## src/rtl/distance_display_top.sv

```systemverilog
`timescale 1ns/1ps
// Ultrasonic ranger: times the echo pulse in cm (0..999) and sends three 7-segment digits to a strobe/clock/data display.
// A frame starts one cycle after a request; a request that arrives during a frame is held until that frame ends.
module distance_display_top #(
  parameter int PERIOD   = 6_000_000,
  parameter int TRIG_LEN = 1000,
  parameter int PRESCALE = 5800,
  parameter int HALF_BIT = 200
) (
  input  logic clk,
  input  logic rst,
  input  logic echo,
  output logic trig,
  output logic stb,
  output logic dio,
  output logic clk_kHz
);
  localparam int PW = $clog2(PERIOD);
  localparam int SW = $clog2(PRESCALE);
  localparam int TW = $clog2(2 * HALF_BIT);
  localparam logic [PW-1:0] PER_LAST  = PW'(PERIOD - 1);
  localparam logic [PW-1:0] TRIG_END  = PW'(TRIG_LEN);
  localparam logic [SW-1:0] PRE_LAST  = SW'(PRESCALE - 1);
  localparam logic [TW-1:0] HALF_LAST = TW'(HALF_BIT - 1);
  localparam logic [TW-1:0] BIT_LAST  = TW'(2 * HALF_BIT - 1);
  localparam logic [11:0]   CM_MAX    = 12'd999;

  typedef enum logic [2:0] {S_IDLE, S_PRE, S_LOW, S_HIGH, S_POST, S_GAP} state_t;

  logic echo_s1_q, echo_s2_q, echo_s3_q, echo_fall;
  logic [PW-1:0] period_q;
  logic trig_q;
  logic [SW-1:0] presc_q;
  logic [11:0] cm_q, distance_q;
  logic conv_load_q, conv_done;
  logic [3:0] conv_cnt_q;
  logic [23:0] sr_q, sr_step;
  logic [3:0] dig_h_q, dig_t_q, dig_u_q, snap_h_q, snap_t_q, snap_u_q;
  state_t state_q, state_d;
  logic [TW-1:0] tmr_q, tmr_d;
  logic [2:0] txn_q, txn_d, bit_q, bit_d;
  logic byte_q, byte_d, req_q, frame_start, last_byte;
  logic [7:0] cur_byte;
  logic stb_q, dio_q, ck_q;

  function automatic logic [7:0] seg7(input logic [3:0] d);
    case (d)
      4'd0: seg7 = 8'h3F;
      4'd1: seg7 = 8'h06;
      4'd2: seg7 = 8'h5B;
      4'd3: seg7 = 8'h4F;
      4'd4: seg7 = 8'h66;
      4'd5: seg7 = 8'h6D;
      4'd6: seg7 = 8'h7D;
      4'd7: seg7 = 8'h07;
      4'd8: seg7 = 8'h7F;
      4'd9: seg7 = 8'h6F;
      default: seg7 = 8'h00;
    endcase
  endfunction

  // sr layout is {hundreds, tens, units, binary}; one shift-add-3 step per cycle
  function automatic logic [23:0] dd_step(input logic [23:0] s);
    logic [23:0] r;
    r = s;
    for (int i = 0; i < 3; i++)
      if (r[12+4*i +: 4] >= 4'd5) r[12+4*i +: 4] = r[12+4*i +: 4] + 4'd3;
    return {r[22:0], 1'b0};
  endfunction

  assign echo_fall = echo_s3_q & ~echo_s2_q;
  assign sr_step   = dd_step(sr_q);
  assign conv_done = (conv_cnt_q == 4'd1);

  always_ff @(posedge clk or posedge rst) begin
    if (rst) begin
      {echo_s1_q, echo_s2_q, echo_s3_q} <= '0;
      period_q <= '0;
      trig_q   <= 1'b0;
    end else begin
      {echo_s1_q, echo_s2_q, echo_s3_q} <= {echo, echo_s1_q, echo_s2_q};
      period_q <= (period_q == PER_LAST) ? '0 : period_q + 1'b1;
      trig_q   <= (period_q < TRIG_END);
    end
  end

  always_ff @(posedge clk or posedge rst) begin
    if (rst) begin
      presc_q    <= '0;
      cm_q       <= '0;
      distance_q <= '0;
    end else begin
      if (echo_s2_q) begin
        if (presc_q == PRE_LAST) begin
          presc_q <= '0;
          if (cm_q != CM_MAX) cm_q <= cm_q + 12'd1;
        end else begin
          presc_q <= presc_q + 1'b1;
        end
      end else begin
        presc_q <= '0;
      end
      if (echo_fall) begin
        distance_q <= cm_q;
        cm_q       <= '0;
      end
    end
  end

  always_ff @(posedge clk or posedge rst) begin
    if (rst) begin
      conv_load_q <= 1'b0;
      conv_cnt_q  <= '0;
      sr_q        <= '0;
      {dig_h_q, dig_t_q, dig_u_q} <= '0;
    end else begin
      conv_load_q <= echo_fall;
      if (conv_load_q) begin
        sr_q       <= {12'd0, distance_q};
        conv_cnt_q <= 4'd12;
      end else if (conv_cnt_q != 4'd0) begin
        sr_q       <= sr_step;
        conv_cnt_q <= conv_cnt_q - 4'd1;
        if (conv_done) {dig_h_q, dig_t_q, dig_u_q} <= sr_step[23:12];
      end
    end
  end

  always_comb begin
    cur_byte = 8'h8F;
    case (txn_q)
      3'd0: cur_byte = 8'h44;
      3'd1: cur_byte = byte_q ? seg7(snap_h_q) : 8'hC0;
      3'd2: cur_byte = byte_q ? seg7(snap_t_q) : 8'hC2;
      3'd3: cur_byte = byte_q ? seg7(snap_u_q) : 8'hC4;
      default: cur_byte = 8'h8F;
    endcase
  end

  assign last_byte = (txn_q == 3'd0 || txn_q == 3'd4) ? 1'b1 : byte_q;

  always_comb begin
    state_d     = state_q;
    tmr_d       = tmr_q + 1'b1;
    txn_d       = txn_q;
    byte_d      = byte_q;
    bit_d       = bit_q;
    frame_start = 1'b0;
    case (state_q)
      S_IDLE: begin
        tmr_d = '0;
        if (req_q) begin
          frame_start = 1'b1;
          state_d = S_PRE;
          txn_d   = '0;
          byte_d  = 1'b0;
          bit_d   = '0;
        end
      end
      S_PRE: if (tmr_q == BIT_LAST) begin state_d = S_LOW; tmr_d = '0; end
      S_LOW: if (tmr_q == HALF_LAST) begin state_d = S_HIGH; tmr_d = '0; end
      S_HIGH: if (tmr_q == HALF_LAST) begin
        tmr_d = '0;
        if (bit_q != 3'd7) begin
          bit_d = bit_q + 3'd1;
          state_d = S_LOW;
        end else if (!last_byte) begin
          bit_d = '0;
          byte_d = 1'b1;
          state_d = S_LOW;
        end else begin
          state_d = S_POST;
        end
      end
      S_POST: if (tmr_q == HALF_LAST) begin state_d = S_GAP; tmr_d = '0; end
      S_GAP: if (tmr_q == BIT_LAST) begin
        tmr_d = '0;
        if (txn_q == 3'd4) begin
          state_d = S_IDLE;
        end else begin
          state_d = S_PRE;
          txn_d   = txn_q + 3'd1;
          byte_d  = 1'b0;
          bit_d   = '0;
        end
      end
      default: state_d = S_IDLE;
    endcase
  end

  // req resets to 1 so the first frame (000) goes out right after reset release
  always_ff @(posedge clk or posedge rst) begin
    if (rst) begin
      state_q <= S_IDLE;
      tmr_q   <= '0;
      txn_q   <= '0;
      byte_q  <= 1'b0;
      bit_q   <= '0;
      req_q   <= 1'b1;
      {snap_h_q, snap_t_q, snap_u_q} <= '0;
    end else begin
      state_q <= state_d;
      tmr_q   <= tmr_d;
      txn_q   <= txn_d;
      byte_q  <= byte_d;
      bit_q   <= bit_d;
      req_q   <= (req_q & ~frame_start) | conv_done;
      if (frame_start) {snap_h_q, snap_t_q, snap_u_q} <= {dig_h_q, dig_t_q, dig_u_q};
    end
  end

  always_ff @(posedge clk or posedge rst) begin
    if (rst) begin
      stb_q <= 1'b1;
      dio_q <= 1'b1;
      ck_q  <= 1'b1;
    end else begin
      stb_q <= (state_q == S_IDLE) || (state_q == S_GAP);
      ck_q  <= (state_q != S_LOW);
      dio_q <= (state_q == S_LOW || state_q == S_HIGH || state_q == S_POST) ? cur_byte[bit_q] : 1'b1;
    end
  end

  assign trig    = trig_q;
  assign stb     = stb_q;
  assign dio     = dio_q;
  assign clk_kHz = ck_q;
endmodule

```

## config.mk

```make
export PLATFORM = sky130hd
export DESIGN_NAME = distance_display_top
export DESIGN_NICKNAME = d
export VERILOG_FILES = /design/src/rtl/distance_display_top.sv
export SDC_FILE = /design/constraint.sdc
export NUM_CORES = 1
export LEC_CHECK = 0
export CORE_MARGIN = 5
export CORE_UTILIZATION = 59
export CTS_BUF_LIST = sky130_fd_sc_hd__clkbuf_8
export CTS_CLUSTER_SIZE = 28
export DETAILED_ROUTE_END_ITERATION = 16
export PLACE_DENSITY = 0.78
export SYNTH_ARGS = -nofsm -noshare
export SYNTH_HDL_FRONTEND = slang
export SYNTH_SLANG_ARGS = --single-unit
```

## constraint.sdc

```tcl
create_clock -name clk -period 4.25 [get_ports clk]
set_input_delay 0.85 -clock clk [delete_from_list [all_inputs] [get_ports clk]]
set_output_delay 0.85 -clock clk [all_outputs]
set_load 0.02 [all_outputs]
```

==> summary.txt, run 1 <==
Worst setup path
  – R2R depth: 8
  – Crit-path slowest cell: clkdlybuf4s50_1
  – CP max FO: 1
  – Worst-path cell chain: clkdlybuf4s50_1
  – Sum of buffers and inverters on the critical path: 1
  – RR Startpoint: txn_q[0]$_DFFE_PP0P_
  – Largest stage delay on the critical path: 0.60 ns
  – CP arrival: 1.59 ns
  – Crit Path Category: flop to output port
  – Worst reg2reg setup slack: 2.06 ns
  – Crit end category: output port
  – Worst r2r dst: dio$_DFF_PP1_
  – Largest delay contributor family on the critical path: buffers and inverters
  – Worst setup SP type: flop
  – Worst path required time: 3.40 ns

Timing
  – Max Transition Viols Final: 0
  – Fmax achieved: 410 MHz
  – Slew HR: 28.9%
  – Hold Vio Cnt, Final: 0
  – Tmin final: 2.44 ns
  – Setup TNS: 0 ns
  – Final setup fails: 0
  – Clk_skew: 0.00893 ns
  – Period utilization: 57.3%
  – RSZ-0062 raised after global routing: no
  – Slew @ Worst Pin: 1.06 ns

Synthesis
  – Most instantiated library cell after synthesis: dfrtp_1
  – Syn Inst Count: 765
  – Top post-synthesis cells by count: 136 x dfrtp_1, 125 x nand2_1, 75 x nor2_1
  – Synth Area in Adders: 5.95%
  – Simple-Gate Fraction of Synth Area: 21.2%
  – Post-synthesis compound-gate area fraction: 11.3%
  – Post-synthesis sequential area ratio: 47.7%
  – Mux cell area share after synthesis: 5.03%
  – Syn. warnings: 0
  – EDFF count, synth: 0
  – Largest cells by area after synthesis: dfrtp_1 46%, nand2_1 6.4%, ha_1 6.0%
  – Post-Synth XOR/XNOR Area: 5.36%
  – Area share of the largest cell type after synthesis: 46.3%
  – Yosys top cell by area: dfrtp_1
  – Syn Nets: 803
  – Main combinational cell family by area after synthesis: simple AND/OR/NAND/NOR gates
  – Avg Inst Size Synth: 9.62 µm²
  – Post-synth ARST share: 100%
  – Area of the mapped netlist: 0.00736 mm²
  – Ys flop type: dfrtp_1
  – Distinct cells, synth: 67
  – FF+latch count, synth: 140

Pwr
  – Clock network fraction of design power: 36.7%
  – Leakage power: 3.60 nW
  – Pwr Density: 379 mW/mm²
  – Worst IR Drop VDD: 0.000329 V
  – Switching power: 0.846 mW
  – Sequential share of power: 49.6%
  – Sw Ratio: 28.0%
  – Int Power: 2.18 mW
  – Combinational Power Share: 13.7%

Floorplanning
  – Initial Utilization: 60.7%
  – Core area: 0.0121 mm²
  – I/O pins: 7
  – Die width: 122 µm
  – Total die area: 0.0148 mm²
  – Die H: 122 µm
  – Row Count: 40

Cells and area
  – Fillcell total: 978
  – Seq. cell area: 0.00351 mm²
  – Final Net Count: 804
  – Final core occ: 65.8%
  – Cell area after layout: 0.00797 mm²
  – Footprint of the multi-input gates: 0.00360 mm²
  – P&R area growth vs syn: 8.37%
  – Layout cells sized above 1: 10.7%
  – Inserted Diodes: 0

Run status
  – Status: finished, final reports clean

Clock tree
  – CTS buffer count: 17
  – Postcts setup bufs: 0
  – Clk buf depth: 2
  – Cell chosen for the clock root: clkbuf_8
  – Skew-Pair Late Insertion Delay: 0.45 ns
  – CTS tree: done
  – Clk slew on worst S/H paths: 0.08 ns
  – Number of H-tree levels: 4
  – Clk sinks: 140
  – CTS Hold Buffers Added: 0
  – Post-CTS sizing: 0

Drt
  – First-pass iteration count of the detailed router: 4
  – Drt total wl: 13.4 mm
  – Antenna viol nets, final: 0
  – Vias per Instance: 5.68
  – Remaining DRCs: 0
  – Via count: 5,377
  – DRT iter0 DRCs: 497
  – WL/cell: 14.1 µm

Flow run
  – Max_cap viols: 0

Global routing
  – Global-route wire length before repair: 23.8 mm
  – Vias in the first global route: 5,327
  – Total Routing Usage GR: 19.7%
  – Initial antenna violation count: 0
  – Remaining global-route overflow: 0
  – Largest net degree at the start of global routing: 66

Placement
  – Hpwl dp: 9.33 mm
  – # port buffers: 6
  – Placed cell area: 0.00756 mm²
  – Gpl congestion: 0.848

Min path
  – Endpoint of the worst hold-timing path: echo_s2_q$_DFF_PP0_
  – Cells on Worst Hold Path: 0
  – Min-delay worst type: flop to flop
  – Hold path start: echo_s1_q$_DFF_PP0_
## sequential cells by signal, indices dropped and copies added, names as in the netlist, 3 cells and up
signal,flops
distance_q,12
tmr_q,9
dig_u_q,4
period_q,23
snap_h_q,4
state_q,3
txn_q,3
bit_q,3
conv_cnt_q,4
sr_q,24
snap_t_q,4
snap_u_q,4
dig_h_q,4
presc_q,13
dig_t_q,4
cm_q,12
## worst max path at each step
stage / startpoint / to / slack (ns) / cells past startpoint
after global placement: rst / req_q$_DFF_PP1_ / 1.99 / 3
after detailed placement: rst / clk_kHz$_DFF_PP1_ / 1.96 / 3
after floorplan: rst / bit_q[0]$_DFFE_PP0P_ / 1.65 / 1
after CTS: dio$_DFF_PP1_ / dio / 1.78 / 1
final: dio$_DFF_PP1_ / dio / 1.81 / 1
after global routing: txn_q[0]$_DFFE_PP0P_ / dio$_DFF_PP1_ / 1.76 / 8
## cell usage in the layout (no fill, tap or decap), drive strengths merged, types with 5 or more instances in the layout
cell type / n
xor2: 24
o31ai: 8
mux2: 16
nor2: 78
or3: 5
nor4: 5
ha: 35
and3: 8
nor2b: 9
nand2b: 8
mux2i: 19
xnor2: 21
o211ai: 14
clkinvlp: 6
clkbuf: 18
nand2: 125
a21oi: 25
o21ai: 51
clkdlybuf4s50: 6
buf: 6
dfrtp: 136
nand3: 33
nand4: 13
nor3: 9
inv: 33
## power groups by stage
stage                     clock, mW  combinational [mW]  sequential [mW]
final                          1.11               0.413             1.50
after global routing           1.19               0.476             1.51
after CTS                      1.14               0.419             1.50
after detailed placement          0               0.417             1.52
after global placement            0               0.396             1.52
after floorplan                   0               0.361             1.48
## metrics by stage
| stage | total power, mW | hold slack, ns | std cells | setup slack, ns |
|---|---|---|---|---|
| floorplan | 1.84 | 0.331 | 765 | 1.65 |
| global placement | 1.92 | 0.331 | 915 | 1.99 |
| detailed placement | 1.94 | 0.341 | 915 | 1.96 |
| CTS | 3.05 | 0.359 | 947 | 1.78 |
| global route | 3.18 | 0.374 | 947 | 1.76 |
| finish | 3.02 | 0.357 | 947 | 1.81 |
## cell type report
class,count,area share (%)
clock buffer,18,3.11
sequential,140,44.0
inverter,32,1.55
timing repair buffer,12,1.48
tap,168,2.64
clock inverter,14,2.12
multi-input combinational,563,45.1
## cells by family (layout without fill, tap and decap cells)
kind of cell	Yosys count	in the layout
muxes	35	35
DFF	140	140
and+or+nand+nor	320	320
buffers and inverters	62	76
AOI/OAI and AO/OA	128	128
xor gates and xnor gates	45	45
adders and majority gates	35	35
## metal layers
layer	GRT usage, %	vias up	routed length [µm]
li1	-	2638	-
met1	25.3	2638	6140
met2	33.0	87	6630
met3	4.13	14	420
met4	7.14	0	184
met5	0	-	0
(Power assumes the default switching activity.)
==> run 2, diff against run 1 <==
--- a/config.mk
+++ b/config.mk
@@ -6,11 +6,11 @@
 export NUM_CORES = 1
 export LEC_CHECK = 0
 export CORE_MARGIN = 5
-export CORE_UTILIZATION = 59
+export CORE_UTILIZATION = 65
 export CTS_BUF_LIST = sky130_fd_sc_hd__clkbuf_8
 export CTS_CLUSTER_SIZE = 28
 export DETAILED_ROUTE_END_ITERATION = 16
-export PLACE_DENSITY = 0.78
+export PLACE_DENSITY = 0.82
 export SYNTH_ARGS = -nofsm -noshare
 export SYNTH_HDL_FRONTEND = slang
 export SYNTH_SLANG_ARGS = --single-unit
==> constraint.sdc (replaced) <==
create_clock -name clk -period 2.3 [get_ports clk]
set_input_delay 0.46 -clock clk [delete_from_list [all_inputs] [get_ports clk]]
set_output_delay 0.46 -clock clk [all_outputs]
set_load 0.02 [all_outputs]
==> run 2 against run 1 <==
Register-to-register slack worse by 1.9 ns. Sequential power increased by 84%. Die area down 8.5%. Total power up 85%. Routed wire length grew 2.1%. Global-route usage up 2.7 points. Clock power grew 82%. Hold slack better by 0.014 ns. Sequential share of layout area decreased by 0.38 points. Largest cell class unchanged. Worst setup slack worse by 1.6 ns. Non-clock buffer count rose by 10.
==> summary.txt, run 2 (synthesized netlist as in run 1, its figures left out) <==
Run status
  – Status: finished, final reports clean

Timing
  – Slew @ Worst Pin: 0.564 ns (-0.501 ns)
  – Hold Vio Cnt, Final: 0 (unchanged)
  – Setup TNS: 0 ns (unchanged)
  – Final hold slack: 0.371 ns (+0.0138 ns)
  – Final worst slack: 0.191 ns (-1.62 ns)
  – Final setup fails: 0 (unchanged)
  – Max Transition Viols Final: 0 (unchanged)
  – Fmax achieved: 474 MHz
  – Clk_skew: 0.00859 ns (-0.000342 ns)
  – Period utilization: 91.7%
  – Tmin final: 2.11 ns
  – Slew HR: 62.4% (+34 points)

Cells and area
  – Fillcell total: 761 (-22%)
  – Cell area after layout: 0.00804 mm² (+0.88%)
  – Most frequent cells in the layout: 136 x dfrtp_1, 125 x nand2_1, 75 x nor2_1, 47 x o21ai_0, 35 x ha_1
  – Reg with most FFs: sr_q
  – Inserted Diodes: 0 (unchanged)
  – Commonest non-fill, non-tap cell in the layout: dfrtp_1
  – Max FFs per register: 24 (unchanged)
  – Final Net Count: 814 (+1.2%)
  – Largest registers: sr_q: 24 flops, period_q: 23 flops, presc_q: 13 flops
  – P&R area growth vs syn: 9.32%
  – Layout cells sized above 1: 11.7% (+1.0 points)

Clock tree
  – Skew-Pair Late Insertion Delay: 0.44 ns (about the same)
  – CTS Hold Buffers Added: 0 (unchanged)
  – Number of H-tree levels: 4 (unchanged)
  – Cell chosen for the clock root: clkbuf_8
  – CTS tree: done
  – Clk slew on worst S/H paths: 0.07 ns (about the same)
  – CTS buffer count: 17 (unchanged)
  – Clk buf depth: 2 (unchanged)
  – Clk sinks: 140 (unchanged)

Drt
  – Remaining DRCs: 0 (unchanged)
  – WL/cell: 14.7 µm (+4.0%)
  – First-pass iteration count of the detailed router: 5 (+1)
  – Drt total wl: 13.7 mm (+2.1%)
  – Antenna viol nets, final: 0 (unchanged)
  – Vias per Instance: 5.84 (+2.9%)
  – DRT iter0 DRCs: 404 (-19%)
  – Via count: 5,426 (+0.91%)

Worst setup path
  – CP max FO: 6 (+5)
  – R2R depth: 7 (-1)
  – Crit end category: flop
  – CP arrival: 2.44 ns (+0.85 ns)
  – Worst setup SP type: flop
  – Crit Path Category: flop to flop
  – Worst path required time: 2.63 ns (-0.77 ns)

Floorplanning
  – Initial Utilization: 67.0% (+6.2 points)
  – Core area: 0.0110 mm² (-9.3%)
  – Die width: 116 µm (-4.3%)
  – I/O pins: 7 (unchanged)
  – Total die area: 0.0135 mm² (-8.5%)
  – Die H: 116 µm (-4.3%)
  – Row Count: 38 (-5.0%)

Pwr
  – Clock network fraction of design power: 36.0% (-0.7 points)
  – Sequential share of power: 49.3% (-0.3 points)
  – Combinational Power Share: 14.7% (+1.0 points)
  – Int Power: 4.05 mW (+86%)
  – Worst IR Drop VDD: 0.000629 V (+91%)
  – Sw Ratio: 27.6% (-0.43 points)
  – Switching power: 1.54 mW (+82%)
  – Pwr Density: 696 mW/mm² (+84%)
  – Leakage power: 3.68 nW (+2.2%)

Placement
  – Pre-CTS setup slack: 0.137 ns (-1.82 ns)
  – Placed cell area: 0.00762 mm² (+0.86%)
  – Gpl congestion: 0.942 (+11%)
  – # port buffers: 6 (unchanged)
  – Hpwl dp: 9.36 mm (+0.36%)

Min path
  – Min-delay worst type: flop to flop
  – Cells on Worst Hold Path: 0 (unchanged)

Global routing
  – Largest net degree at the start of global routing: 49 (-26%)
  – Remaining global-route overflow: 0 (unchanged)
  – Global-route wire length before repair: 24.4 mm (+2.5%)
  – Initial antenna violation count: 0 (unchanged)
  – Vias in the first global route: 5,462 (+2.5%)
  – Total Routing Usage GR: 22.4% (+2.7 points)

Flow run
  – Max_cap viols: 0 (unchanged)
-- run 2: changes by cell type in the layout (fill, tap and decap cells not counted), sizes merged --
cell      before  now
clkinvlp       6    3
bufinv         3    2
clkbuf        18   22
buf            6   16
clkinv         4    3
inv           33   34
-- run 2: cell type report --
| type | count | area, µm² | share of cell area (%) |
|---|---|---|---|
| clock inverters | 10 | 114 | 1.42 |
| well taps | 140 | 175 | 2.18 |
| multi-input cells | 563 | 3600 | 44.8 |
| inverters | 32 | 124 | 1.54 |
| clock buffers | 22 | 303 | 3.76 |
| flip-flops and latches | 140 | 3510 | 43.6 |
| repair buffers | 22 | 218 | 2.71 |
-- run 2: per-stage QoR --
stage | total power, mW | std cells | util, %
after floorplan | 3.41 | 765 | -
after global placement | 3.56 | 897 | 69.4
after CTS | 5.65 | 929 | 73.2
after global routing | 5.90 | 929 | 73.2
after detailed placement | 3.62 | 897 | 69.4
final | 5.60 | 929 | 73.2
-- run 2: repair_timing --
| action | 4_1_cts | 5_1_grt |
|---|---|---|
| buffers inserted | 0 | 0 |
| endpoints found under the setup margin | 0 | 2 |
| gates resized for setup | 0 | 1 |
| endpoints found under the hold margin | 0 | 0 |
-- run 2: final timing paths --
path | from | to | slack, ns
setup / recovery | presc_q[0]$_DFF_PP0_ | cm_q[8]$_DFFE_PP0P_ | 0.19
hold / removal | echo_s1_q$_DFF_PP0_ | echo_s2_q$_DFF_PP0_ | 0.37
setup reg to reg | presc_q[0]$_DFF_PP0_ | cm_q[8]$_DFFE_PP0P_ | 0.19
hold reg to reg | echo_s1_q$_DFF_PP0_ | echo_s2_q$_DFF_PP0_ | 0.37
max in group asynchronous | rst | clk_kHz$_DFF_PP1_ | 1.29
min in group asynchronous | rst | sr_q[1]$_DFFE_PP0P_ | 0.39
-- run 2: layer usage --
layer	vias up	wire length (µm)	global-route usage, %
met4	0	259	9.36
met1	2618	5990	27.5
met3	26	603	5.85
li1	2650	-	-
met5	-	0	0
met2	132	6800	37.6
-- run 2: power by group through the flow --
stage	Sequential (mW)	Clock [mW]	Combinational (mW)
after floorplan	2.74	0	0.667
after global placement	2.79	0	0.777
after detailed placement	2.80	0	0.817
after CTS	2.76	2.06	0.829
after global routing	2.79	2.19	0.921
final	2.76	2.02	0.821
-- run 2: worst max-delay path, stage by stage (launching register included) --
cell	delay, ns
dfrtp_1	0.39
ha_1	0.24
and4_1	0.25
nand4_2	0.17
or2_4	0.29
or3_4	0.38
o211ai_2	0.18
o31ai_2	0.08
